File: config.mk
export PLATFORM = sky130hd
export DESIGN_NAME = dmem_bridge
export DESIGN_NICKNAME = d
export VERILOG_FILES = /design/src/rtl/dlx_mem_pkg.sv /design/src/rtl/dmem_lane_align.sv /design/src/rtl/dmem_bridge.sv
export SDC_FILE = /design/constraint.sdc
export NUM_CORES = 1
export LEC_CHECK = 0
export ABC_AREA = 1
export CAP_MARGIN = 10
export CORE_ASPECT_RATIO = 1.2
export CORE_MARGIN = 10
export CORE_UTILIZATION = 46
export DETAILED_ROUTE_END_ITERATION = 16
export PLACE_DENSITY = 0.93
export SYNTH_ARGS = -nofsm -noshare
export SYNTH_HDL_FRONTEND = slang
export SYNTH_SLANG_ARGS = --single-unit
File: constraint.sdc
create_clock -name clk -period 1.7 [get_ports clk]
set_input_delay 0.34 -clock clk [delete_from_list [all_inputs] [get_ports clk]]
set_output_delay 0.34 -clock clk [all_outputs]
set_load 0.1 [all_outputs]
File: src/rtl/dlx_mem_pkg.sv
// rtl/dlx_mem_pkg.sv - shared sizes, states and lane constants for the data-memory bridge
package dlx_mem_pkg;

    // Width of one byte lane on the word-wide bus
    localparam int LANE_W = 8;

    // Access size encodings as presented on MemSize (2'b11 behaves as word)
    localparam logic [0:1] SIZE_BYTE = 2'b00;
    localparam logic [0:1] SIZE_HALF = 2'b01;
    localparam logic [0:1] SIZE_WORD = 2'b10;

    // Byte enables, bit 0 is the most significant lane
    localparam logic [0:3] BE_NONE    = 4'b0000;
    localparam logic [0:3] BE_LANE0   = 4'b1000;
    localparam logic [0:3] BE_HALF_HI = 4'b1100;
    localparam logic [0:3] BE_HALF_LO = 4'b0011;
    localparam logic [0:3] BE_WORD    = 4'b1111;

    typedef enum logic [1:0] {
        IDLE   = 2'd0,
        ACCESS = 2'd1,
        DONE   = 2'd2
    } state_t;

    // Pick one big-endian byte lane out of a bus word
    function automatic logic [0:7] lane_byte(input logic [0:31] word, input logic [0:1] lane);
        logic [0:7] b;
        case (lane)
            2'd0:    b = word[0:7];
            2'd1:    b = word[8:15];
            2'd2:    b = word[16:23];
            default: b = word[24:31];
        endcase
        return b;
    endfunction

endpackage

File: src/rtl/dmem_lane_align.sv
// rtl/dmem_lane_align.sv - store lane replication, byte enables, load extraction and misalignment check
module dmem_lane_align
    import dlx_mem_pkg::*;
(
    input  logic [0:1]  offset,
    input  logic [0:1]  size,
    input  logic [0:31] wdata,
    output logic [0:3]  be,
    output logic [0:31] bus_wdata,
    output logic        misaligned,
    input  logic [0:1]  rd_offset,
    input  logic [0:1]  rd_size,
    input  logic        rd_ext,
    input  logic [0:31] rdata,
    output logic [0:31] load_data
);

    logic [0:7]  lane_b;
    logic [0:15] half_h;

    // Request side: enables follow the size for loads and stores alike; store data is replicated to every lane
    always_comb begin
        be         = BE_NONE;
        bus_wdata  = wdata;
        misaligned = 1'b0;
        case (size)
            SIZE_BYTE: begin
                be        = BE_LANE0 >> offset;
                bus_wdata = {4{wdata[24:31]}};
            end
            SIZE_HALF: begin
                be         = offset[0] ? BE_HALF_LO : BE_HALF_HI;
                bus_wdata  = {2{wdata[16:31]}};
                misaligned = offset[1];
            end
            SIZE_WORD, 2'b11: begin
                be         = BE_WORD;
                misaligned = (offset != 2'b00);
            end
        endcase
    end

    // Response side: right-justify the addressed lanes of the read word and extend them
    always_comb begin
        lane_b    = lane_byte(rdata, rd_offset);
        half_h    = rd_offset[0] ? rdata[16:31] : rdata[0:15];
        load_data = rdata;
        case (rd_size)
            SIZE_BYTE:        load_data = {{(32 - LANE_W){rd_ext & lane_b[0]}}, lane_b};
            SIZE_HALF:        load_data = {{(32 - 2 * LANE_W){rd_ext & half_h[0]}}, half_h};
            SIZE_WORD, 2'b11: load_data = rdata;
        endcase
    end

endmodule

File: src/rtl/dmem_bridge.sv
// rtl/dmem_bridge.sv - memory-stage to req/ack data SRAM bridge with stall, alignment and timeout
module dmem_bridge
    import dlx_mem_pkg::*;
#(
    parameter int TimeoutCycles = 255
)
(
    input  logic        clk,
    input  logic        reset,
    input  logic [0:31] MemAddr,
    input  logic [0:31] MemWData,
    input  logic        MemWE,
    input  logic        MemRE,
    input  logic [0:1]  MemSize,
    input  logic        MemExt,
    output logic [0:31] DMEM_Dout,
    output logic        Stall,
    output logic        Fault,
    output logic        BusReq,
    output logic        BusWE,
    output logic [0:29] BusAddr,
    output logic [0:3]  BusBE,
    output logic [0:31] BusWData,
    input  logic        BusAck,
    input  logic [0:31] BusRData
);

    localparam logic [7:0] CNT_LAST = 8'(TimeoutCycles - 1);

    state_t      state;
    state_t      state_next;
    logic [7:0]  cnt;
    logic        mem_req;
    logic        start;
    logic        acked;
    logic        timed_out;
    logic        mis;
    logic [0:3]  be;
    logic [0:31] st_wdata;
    logic [0:31] ld_data;
    logic        req_we;
    logic [0:1]  req_off;
    logic [0:1]  req_size;
    logic        req_ext;

    assign mem_req = MemWE | MemRE;

    dmem_lane_align u_align (
        .offset     (MemAddr[30:31]),
        .size       (MemSize),
        .wdata      (MemWData),
        .be         (be),
        .bus_wdata  (st_wdata),
        .misaligned (mis),
        .rd_offset  (req_off),
        .rd_size    (req_size),
        .rd_ext     (req_ext),
        .rdata      (BusRData),
        .load_data  (ld_data)
    );

    // Next state and stall; the stall in IDLE is gated by reset so an aborting reset freezes nothing
    always_comb begin
        state_next = state;
        Stall      = 1'b0;
        start      = 1'b0;
        acked      = 1'b0;
        timed_out  = 1'b0;
        case (state)
            IDLE: begin
                if (mem_req && !mis) begin
                    start      = 1'b1;
                    Stall      = reset;
                    state_next = ACCESS;
                end
            end
            ACCESS: begin
                Stall = 1'b1;
                if (BusAck) begin
                    acked      = 1'b1;
                    state_next = DONE;
                end else if (cnt == CNT_LAST) begin
                    timed_out  = 1'b1;
                    state_next = DONE;
                end
            end
            DONE:    state_next = IDLE;
            default: state_next = IDLE;
        endcase
    end

    // State register
    always_ff @(posedge clk or negedge reset) begin
        if (!reset) begin
            state <= IDLE;
        end else begin
            state <= state_next;
        end
    end

    // ACCESS cycle counter, restarted whenever a new transaction is launched
    always_ff @(posedge clk or negedge reset) begin
        if (!reset) begin
            cnt <= 8'd0;
        end else if (start) begin
            cnt <= 8'd0;
        end else if (state == ACCESS) begin
            cnt <= cnt + 8'd1;
        end
    end

    // Bus request and request context, captured once so the bus stays stable while BusReq is high
    always_ff @(posedge clk or negedge reset) begin
        if (!reset) begin
            BusReq   <= 1'b0;
            BusWE    <= 1'b0;
            BusAddr  <= '0;
            BusBE    <= '0;
            BusWData <= '0;
            req_we   <= 1'b0;
            req_off  <= '0;
            req_size <= '0;
            req_ext  <= 1'b0;
        end else if (start) begin
            BusReq   <= 1'b1;
            BusWE    <= MemWE;
            BusAddr  <= MemAddr[0:29];
            BusBE    <= be;
            BusWData <= st_wdata;
            req_we   <= MemWE;
            req_off  <= MemAddr[30:31];
            req_size <= MemSize;
            req_ext  <= MemExt;
        end else if (acked || timed_out) begin
            BusReq <= 1'b0;
            BusWE  <= 1'b0;
        end
    end

    // Load result and fault pulse; a timeout clears the result so a stale value is never consumed
    always_ff @(posedge clk or negedge reset) begin
        if (!reset) begin
            DMEM_Dout <= '0;
            Fault     <= 1'b0;
        end else begin
            Fault <= ((state == IDLE) && mem_req && mis) || timed_out;
            if (acked && !req_we) begin
                DMEM_Dout <= ld_data;
            end else if (timed_out) begin
                DMEM_Dout <= '0;
            end
        end
    end

endmodule
# After elaboration in Yosys (flattened, before gate mapping)
# Index checks and enable logic that the tools add are counted.
dict set report word_totals {
  out_inout_bits 102
  inputBits 104
  ram_bits 0
  latchBits 0
  memories 0
  romBits 0
  register_bits 117
  wordCells 76
}
dict set report op_classes {
  order_cmp 0
  n_reduce_logical 19
  add_sub_neg 1
  bitwise 3
  n_eq_ne 12
  shifts 1
  n_div 0
  n_mux 27
  n_mul 0
}
# op count
set op_table {}
lappend op_table {{one-hot mux 32 bit (3 select lines)} 1}
lappend op_table {{two-way mux 32 bit} 2}
lappend op_table {{one-hot mux 32 bit (2 select lines)} 1}
lappend op_table {{one-hot mux 8 bit (3 select lines)} 1}
lappend op_table {{two-way mux 16 bit} 1}
lappend op_table {{two-way mux 8 bit} 2}
lappend op_table {{one-hot mux 4 bit (3 select lines)} 1}
lappend op_table {{two-way mux 1 bit} 11}
lappend op_table {{== test 2 bit (second input constant)} 5}
lappend op_table {{adder 8 x 1 -> 8 bit (second input constant)} 1}
lappend op_table {{== test 2 x 1 -> 1 bit (second input constant)} 4}
lappend op_table {{== test 8 bit (second input constant)} 1}
lappend op_table {{zero test 2 bit} 4}
lappend op_table {{nonzero test 2 bit} 4}
lappend op_table {{two-way mux 2 bit} 3}
lappend op_table {{logical AND 1 bit} 4}
lappend op_table {{two-way mux 4 bit} 1}
lappend op_table {{one-hot mux 1 bit (2 select lines)} 2}
lappend op_table {{one-hot mux 2 bit (2 select lines)} 1}
lappend op_table {{OR reduction 2 bit} 2}
lappend op_table {{>> shifter 4 x 2 -> 4 bit (first input constant)} 1}
lappend op_table {{inequality test 3 bit (second input constant)} 1}
lappend op_table {{bitwise AND 1 bit} 2}
lappend op_table {{zero test 1 bit} 2}
lappend op_table {{4 further kinds} 5}

# Depth between registers and ports, before layout
# Gate-level depths: netlist of run 1.
dict set report logic_depth {
  ltp_word 8
  depth_mapped 10
  mapped_depth_nobuf 9
}

# Hierarchy
# From an unflattened synthesis of run 1, not the netlist that was laid out.
dict set report hier_totals {
  cells_unflattened 832
  area_unflattened_um2 6045.8
}
# module seq_area_each_um2 instances cells_each area_each_um2
set by_module_without_submodules {}
lappend by_module_without_submodules {dmem_bridge 2927.8 1 534 4717.0}
lappend by_module_without_submodules {dmem_lane_align 0.0 1 298 1328.8}

# Least setup slack after synthesis of run 1
# OpenSTA, ideal clock, no wires.
dict set report synth_path {
  kind {register to output}
  from {reg state[0]}
  to {out Stall}
  required_ns 1.360
  t_arrival_ns 3.082
  setup_slack_ns -1.722
  path_buffers 1
  stages_incl_launch_ff 5
  cell_sequence {dfrtp_1 nor3_1 nand2_2 buf_2 o21ai_0}
}
dict set report synth_via {
  elab_chain_cells 2
  elab_cells_between_ends 3
  classes_between {eq/ne (1); mux (1); reduce/logical (1)}
}
# item line
set synth_rtl {}
lappend synth_rtl {{start, declared} dmem_bridge.sv:30} ;# state_t state;
lappend synth_rtl {{start signal, assigned} dmem_bridge.sv:97} ;# state <= state_next;
lappend synth_rtl {{== test 2 x 1 -> 1 bit / zero test 2 bit (equally long branches)} dmem_bridge.sv:69} ;# case (state)
lappend synth_rtl {{one-hot mux 1 bit (2 select lines) *} dmem_bridge.sv:69}
lappend synth_rtl {{end, declared} dmem_bridge.sv:17} ;# output logic Stall,
# Every way passes the cells marked *; elsewhere a longest branch is shown, timed or not.

# Worst setup path after layout of run 1
dict set report layout_path {
  from {in MemAddr[30] (netlist bit)}
  to {out Stall}
}
dict set report layout_via {
  elab_chain_cells 6
}
# item line
set layout_rtl {}
lappend layout_rtl {{start, declared} dmem_bridge.sv:10} ;# input logic [0:31] MemAddr,
lappend layout_rtl {{nonzero test 2 bit} dmem_lane_align.sv:38} ;# misaligned = (offset != 2'b00);
lappend layout_rtl {{one-hot mux 1 bit (2 select lines)} dmem_lane_align.sv:26} ;# case (size)
lappend layout_rtl {{zero test 1 bit} dmem_bridge.sv:71} ;# if (mem_req && !mis) begin
lappend layout_rtl {{logical AND 1 bit} dmem_bridge.sv:71}
lappend layout_rtl {{two-way mux 1 bit} dmem_bridge.sv:71}
lappend layout_rtl {{one-hot mux 1 bit (2 select lines)} dmem_bridge.sv:69}
# Every way passes these cells.

==> run summary, run 1 <==
main combinational cell family by area after synthesis - simple AND/OR/NAND/NOR gates
Fmax - 550.7 MHz
Worst setup endpoint - Stall
critical path depth - 7
FFs w/ async S/R, synth - 100.0%
Mapped Area - 5824 µm²
Main synth FF type - dfrtp_1
GRT overflow - 0
Setup violations, final - 1
R2R depth - 6
Rel. slew slack - 55.60%
TritonCTS clock tree - built
Cells after Synth - 790
initial drt markers - 944
most used cell along the critical path - nand2_4
Avg Inst Size Synth - 7.373 µm²
Simple-Gate Fraction of Synth Area - 34.78%
Crit path max-delay family - buffers and inverters
number of distinct library cells after synthesis - 25
critical path launch point type - primary input
Synth Area in Adders - 0.4296%
Hold Path Class - in2async
Worst-path clk slew - 50 ps
count leader, synth - nand2_1
Routed WL per cell - 20.93 µm
Yosys reg bits - 117
status - finished with violations
I/O Pins - 206
Final Max Slew Viols - 0
Hold Fails Final Rpt - 0
register area share after synthesis - 50.27%
via count - 6734
crit path DAT - 1480 ps
top cells by area, synth - dfrtp_1, nand2_1, nand3_1, o21ai_0, inv_1
clock root buffer - clkbuf_16
largest net degree at the start of global routing - 118
fin crit period - 1816 ps
global-route usage over all layers - 28.91%
crit path cell chain - clkdlybuf4s50_1, inv_2, nand2_2, nand2_4, nand2_4, o21ai_4, buf_12
number of synthesized flops with an enable pin - 0
Critical-path top delay cell - clkdlybuf4s50_1
Clock Skew - 16.17 ps
first-pass GRT wire length - 39290 µm
core area - 12280 µm²
Critical Path Start - MemAddr[30]
drc violations - 0
Max Root-Sink Buffers - 2
area share of the largest cell type after synthesis - 50.27%
num rows - 44
worst-skew pair later-pin latency - 420 ps
Num CTS Buffers - 17
Routed WL - 24810 µm
Setup crit end kind - output port
failing checks - negative setup slack
R2R Setup Slk - 90 ps
Die H - 143.3 µm
CTS sink cnt - 117
complex-gate fraction of the synthesized area - 7.454%
worst-margin pin slew - 666.0 ps
xor/xnor share of the synthesized area - 0%
P&R area growth vs syn - 70.03%
max incr delay on CP - 460 ps
Final ANT Viol Nets - 0
NumNets Final - 1117
DR vias/cell - 5.683
crit path max fanout - 2
Synthesized Nets - 896
share of cells above drive strength 1 - 18.48%
Die W - 122.7 µm
die footprint - 17580 µm²
port buffer count - 205
multiplexer area fraction after synthesis - 0%
CP Class - in2out
# Max-Cap Violations - 0
initial antenna violation count - 1
Reg2Reg Capture Point - BusWData[24]
H-tree Lvls - 4
critical path data required time - 1360 ps
Initial Util - 47.44%
Hold WS - 3.369 ps
Post-DP HPWL - 18150 µm
RSZ-0062 raised after global routing - true
Routability Congestion - 1.044
Yosys top cell by area - dfrtp_1
Final Cycle Share - 106.8%
post-route setup slack - -115.8 ps
drt first pass iters - 8
RR Startpoint - state[1]
synth cell count leaders - nand2_1, dfrtp_1, nand3_1, o21ai_0, inv_1
Buf/Inv on CP - 3
number of global-route vias before repair - 7119
synthesis warning total - 0
[worst reg2reg max path, delay by kind of cell, from the launching register on]
kind / cells / cell delay (ps)
buffers and inverters: 3 / 480
flip-flops: 1 / 400
AND/OR/NAND/NOR: 2 / 300
AO/OA/AOI/OAI: 1 / 300
[kinds of logic after synthesis]
logic type | count (synthesis)
AO/OA/AOI/OAI | 86
adder cells (fa/ha/maj) | 2
buffers and inverters | 91
flip-flops | 117
AND/OR/NAND/NOR | 494
[metrics by stage]
step | setup WS [ps] | util, % | TNS [ps] | instances | area [µm²]
CTS | -127.5 | 80.65 | -127.5 | 1184 | 9901
floorplan | -75.85 | - | -75.85 | 790 | 5862
global placement | -212.9 | 75.46 | -8529 | 1152 | 9264
detailed placement | -437.2 | 75.46 | -16180 | 1152 | 9264
global route | -151.4 | 80.65 | -151.4 | 1184 | 9901
finish | -115.8 | 80.67 | -115.8 | 1185 | 9903
[how the worst min path moves through the flow]
stage              endpoint  depth (start not counted)  startpoint  slack (ps)
2_1_floorplan    BusAddr[0]                          0       reset          40
3_3_place_gp         cnt[4]                          1      cnt[4]         480
3_5_place_dp         cnt[4]                          1      cnt[4]         500
4_1_cts        DMEM_Dout[3]                          2       reset          80
5_1_grt        DMEM_Dout[5]                          2       reset          90
6_report       DMEM_Dout[5]                          2       reset           3
[what timing repair did]
| item | in CTS | in global routing |
|---|---|---|
| pin swaps | 4 | 1 |
| hold buffers | 0 | 0 |
| cloned | 0 | 0 |
| setup endpoints to repair | 4 | 1 |
| buffers inserted | 1 | 0 |
| gates resized for setup | 9 | 1 |
[registers in the layout, indices dropped and copies added (netlist names)]
signal and count:
BusAddr 30, BusBE 4, BusReq 1, BusWData 32, BusWE 1, DMEM_Dout 32, Fault 1, cnt 8
req_ext 1, req_off 2, req_size 2, req_we 1, state 2
[routing by layer]
layer,part of all wire (%),track usage (%),vias up
met3,15,13.57,118
met1,32,29.60,3126
met5,0,0,-
li1,-,-,2935
met4,5.1,13.91,0
met2,48,48.66,555
[cell type report]
type | count | area [µm²]
diodes | 1 | 2.502
well taps | 161 | 201.4
multi-input cells | 582 | 2527
repair buffers | 243 | 3438
inverters | 50 | 190.2
clock buffers | 22 | 464.2
fillers | 651 | 2374
clock inverters | 9 | 151.4
flip-flops and latches | 117 | 2928
[cell usage in the layout, fill, tap and decap left out, types with 2 or more instances in the layout]
cell type and n:
a21oi_1 15, clkinv_2 3, dlygate4sd2_1 4, buf_4 32, clkinv_1 11, nand2_1 362, nand3_1 81, clkbuf_8 2
nand4_1 7, clkbuf_16 17, nor2_1 28, nor3_4 2, nand2_4 2, clkbuf_1 3, nor2_2 3, inv_2 3
buf_12 109, inv_1 35, dfrtp_1 117, ha_1 2, clkdlybuf4s50_1 98, o21ai_0 68, bufinv_16 4, nand2_2 6
Power of run 1 is not shown: default switching activity piles up to over one toggle a cycle in this logic, so the estimate is an artifact.
==> inputs of run 2 (changes only) <==
--- a/config.mk
+++ b/config.mk
@@ -6,7 +6,7 @@
 export NUM_CORES = 1
 export LEC_CHECK = 0
 export ABC_AREA = 1
-export CAP_MARGIN = 10
+export CAP_MARGIN = 0
 export CORE_ASPECT_RATIO = 1.2
 export CORE_MARGIN = 10
 export CORE_UTILIZATION = 46
==> results of run 2 <==
No change in the layout: final DEF, timing and power equal those of run 1.
Power of run 2 is left out for the same reason.
==> inputs of run 3 (changes only) <==
--- a/config.mk
+++ b/config.mk
@@ -7,11 +7,14 @@
 export LEC_CHECK = 0
 export ABC_AREA = 1
 export CAP_MARGIN = 0
+export CELL_PAD_IN_SITES_DETAIL_PLACEMENT = 0
+export CELL_PAD_IN_SITES_GLOBAL_PLACEMENT = 1
 export CORE_ASPECT_RATIO = 1.2
 export CORE_MARGIN = 10
-export CORE_UTILIZATION = 46
+export CORE_UTILIZATION = 32
+export CTS_CLUSTER_DIAMETER = 40
 export DETAILED_ROUTE_END_ITERATION = 16
-export PLACE_DENSITY = 0.93
+export PLACE_DENSITY = 0.92
 export SYNTH_ARGS = -nofsm -noshare
 export SYNTH_HDL_FRONTEND = slang
 export SYNTH_SLANG_ARGS = --single-unit
==> run 3 against run 2 <==
Compared with the run above:
- the run ends with negative hold slack, negative setup slack left
- setup slack got worse by 5.1 ps
- sequential share of layout area shrank 0.47 points
- utilization is 25 points lower
- register-to-register slack gained 30 ps
- fmax fell by 0.28%
- clock skew decreased by 7.3 ps
- first-iteration DRC count is 63% lower
- non-clock buffer count up 7
- via count down 11%
- clock-buffer cell count shrank 5
- hold slack got worse by 30 ps
- critical path type is now reg2out
==> run summary, run 3 (synthesized netlist as in run 1, its figures left out) <==
status - finished with violations
failing checks - negative hold slack, negative setup slack
num rows - 54 (+23%)
Setup violations, final - 1 (unchanged)
RSZ-0062 raised after global routing - true
antenna cells - 0 (-1)
Worst-path clk slew - 60 ps (about the same)
P&R area growth vs syn - 72.87%
Hold WS - -26.68 ps (-30.04 ps)
global-route usage over all layers - 18.23% (-11 points)
Final ANT Viol Nets - 0 (unchanged)
critical path data required time - 1360 ps (about the same)
critical path launch point type - register
Hold Path Class - in2async
Routed WL - 21380 µm (-14%)
port buffer count - 205 (unchanged)
Critical-path top delay cell - dfrtp_1
clock root buffer - clkbuf_16
number of global-route vias before repair - 6365 (-11%)
core area - 18040 µm² (+47%)
Final Max Slew Viols - 0 (unchanged)
commonest non-fill, non-tap cell in the layout - nand2_1
GRT overflow - 0 (unchanged)
hold_buf cts - 0 (unchanged)
crit path DAT - 1480 ps (about the same)
Post-DP HPWL - 16490 µm (-9.2%)
Clock Skew - 8.856 ps (-7.317 ps)
Cell Count, Final, Fillers Out - 1254 (+5.8%)
Max Root-Sink Buffers - 2 (unchanged)
drc violations - 0 (unchanged)
initial drt markers - 345 (-63%)
fin crit period - 1821 ps (+5.131 ps)
Top Registers - BusWData (32), DMEM_Dout (32), BusAddr (30)
NumNets Final - 1124 (+0.63%)
Hold Fails Final Rpt - 19 (+19)
Fmax - 549.2 MHz (-0.28%)
die footprint - 24020 µm² (+37%)
DR vias/cell - 4.767 (-16%)
worst-skew pair later-pin latency - 420 ps (about the same)
Num CTS Buffers - 17 (unchanged)
H-tree Lvls - 4 (unchanged)
initial antenna violation count - 1 (unchanged)
# Max-Cap Violations - 0 (unchanged)
Die H - 167.8 µm (+17%)
Rel. slew slack - 51.05% (-4.6 points)
Final Cycle Share - 107.1% (+0.30 points)
first-pass GRT wire length - 34070 µm (-13%)
share of cells above drive strength 1 - 19.61% (+1.1 points)
via count - 5978 (-11%)
crit path cell chain - nor3_4, nand2_4, o21ai_4, buf_12
most frequent cells in the layout - nand2_1, dfrtp_1, buf_12
Initial Util - 32.29% (-15 points)
Die W - 143.2 µm (+17%)
Routability Congestion - 0.9239 (-11%)
Routed WL per cell - 17.05 µm (-19%)
max incr delay on CP - 410 ps (-50 ps)
CP Class - reg2out
drt first pass iters - 5 (-3)
largest net degree at the start of global routing - 118 (unchanged)
I/O Pins - 206 (unchanged)
Cells after DPL - 1220 (+5.9%)
post-route setup slack - -120.9 ps (-5.131 ps)
worst-margin pin slew - 734.3 ps (+68.33 ps)
crit path max fanout - 2 (unchanged)
TritonCTS clock tree - built
CTS sink cnt - 117 (unchanged)
Setup crit end kind - output port
run 3: final cells by class:
| type | instances | area, µm² |
|---|---|---|
| fillers | 1562 | 7971 |
| repair buffers | 250 | 3497 |
| flip-flops and latches | 117 | 2929 |
| multi-input cells | 582 | 2540 |
| clock buffers | 17 | 425.4 |
| well taps | 224 | 280.3 |
| clock inverters | 14 | 202.7 |
| inverters | 50 | 193.9 |
run 3: worst max-delay path: cells and delay by family, from the launching register on:
kind                   cells  cell delay (ps)
and+or+nand+nor            2              300
DFF                        1              410
AOI/OAI and AO/OA          1              160
buffers and inverters      1              200
run 3: path summary, 6_finish.rpt:
kind / slack [ps] / to / from / depth (start not counted)
min reg2reg: 500 / cnt[7] / cnt[7] / 1
min: -30 / BusBE[2] / reset / 2
max: -120 / Stall / state[0] / 4
max in group asynchronous: 1100 / state[0] / reset / 2
max reg2reg: 120 / DMEM_Dout[27] / req_off[1] / 7
min in group clk: 440 / BusAddr[17] / MemAddr[17] / 3
run 3: metrics by stage:
step | util (%) | area (µm²) | setup TNS (ps) | setup slack (ps)
after floorplan | - | 5862 | -75.85 | -75.85
after global placement | 52.00 | 9380 | -10470 | -227.6
after detailed placement | 52.00 | 9380 | -14010 | -274.1
after CTS | 55.62 | 10030 | -168.2 | -168.2
after global routing | 55.81 | 10070 | -172.1 | -172.1
final | 55.81 | 10070 | -120.9 | -120.9
run 3: metal layers:
layer	part of all wire [%]	global-route usage, %	vias to the layer above
met5	0.084	0	-
met2	46	28.62	253
met4	2.1	6.469	2
li1	-	-	2950
met1	37	19.57	2735
met3	16	11.37	38
run 3: what timing repair did:
| item | 4_1_cts | 5_1_grt |
|---|---|---|
| resized for setup | 4 | 10 |
| cloned | 0 | 0 |
| setup endpoints to repair | 1 | 33 |
| buffers inserted | 3 | 0 |
| pin swaps | 3 | 0 |
Power of run 3 is left out for the same reason.
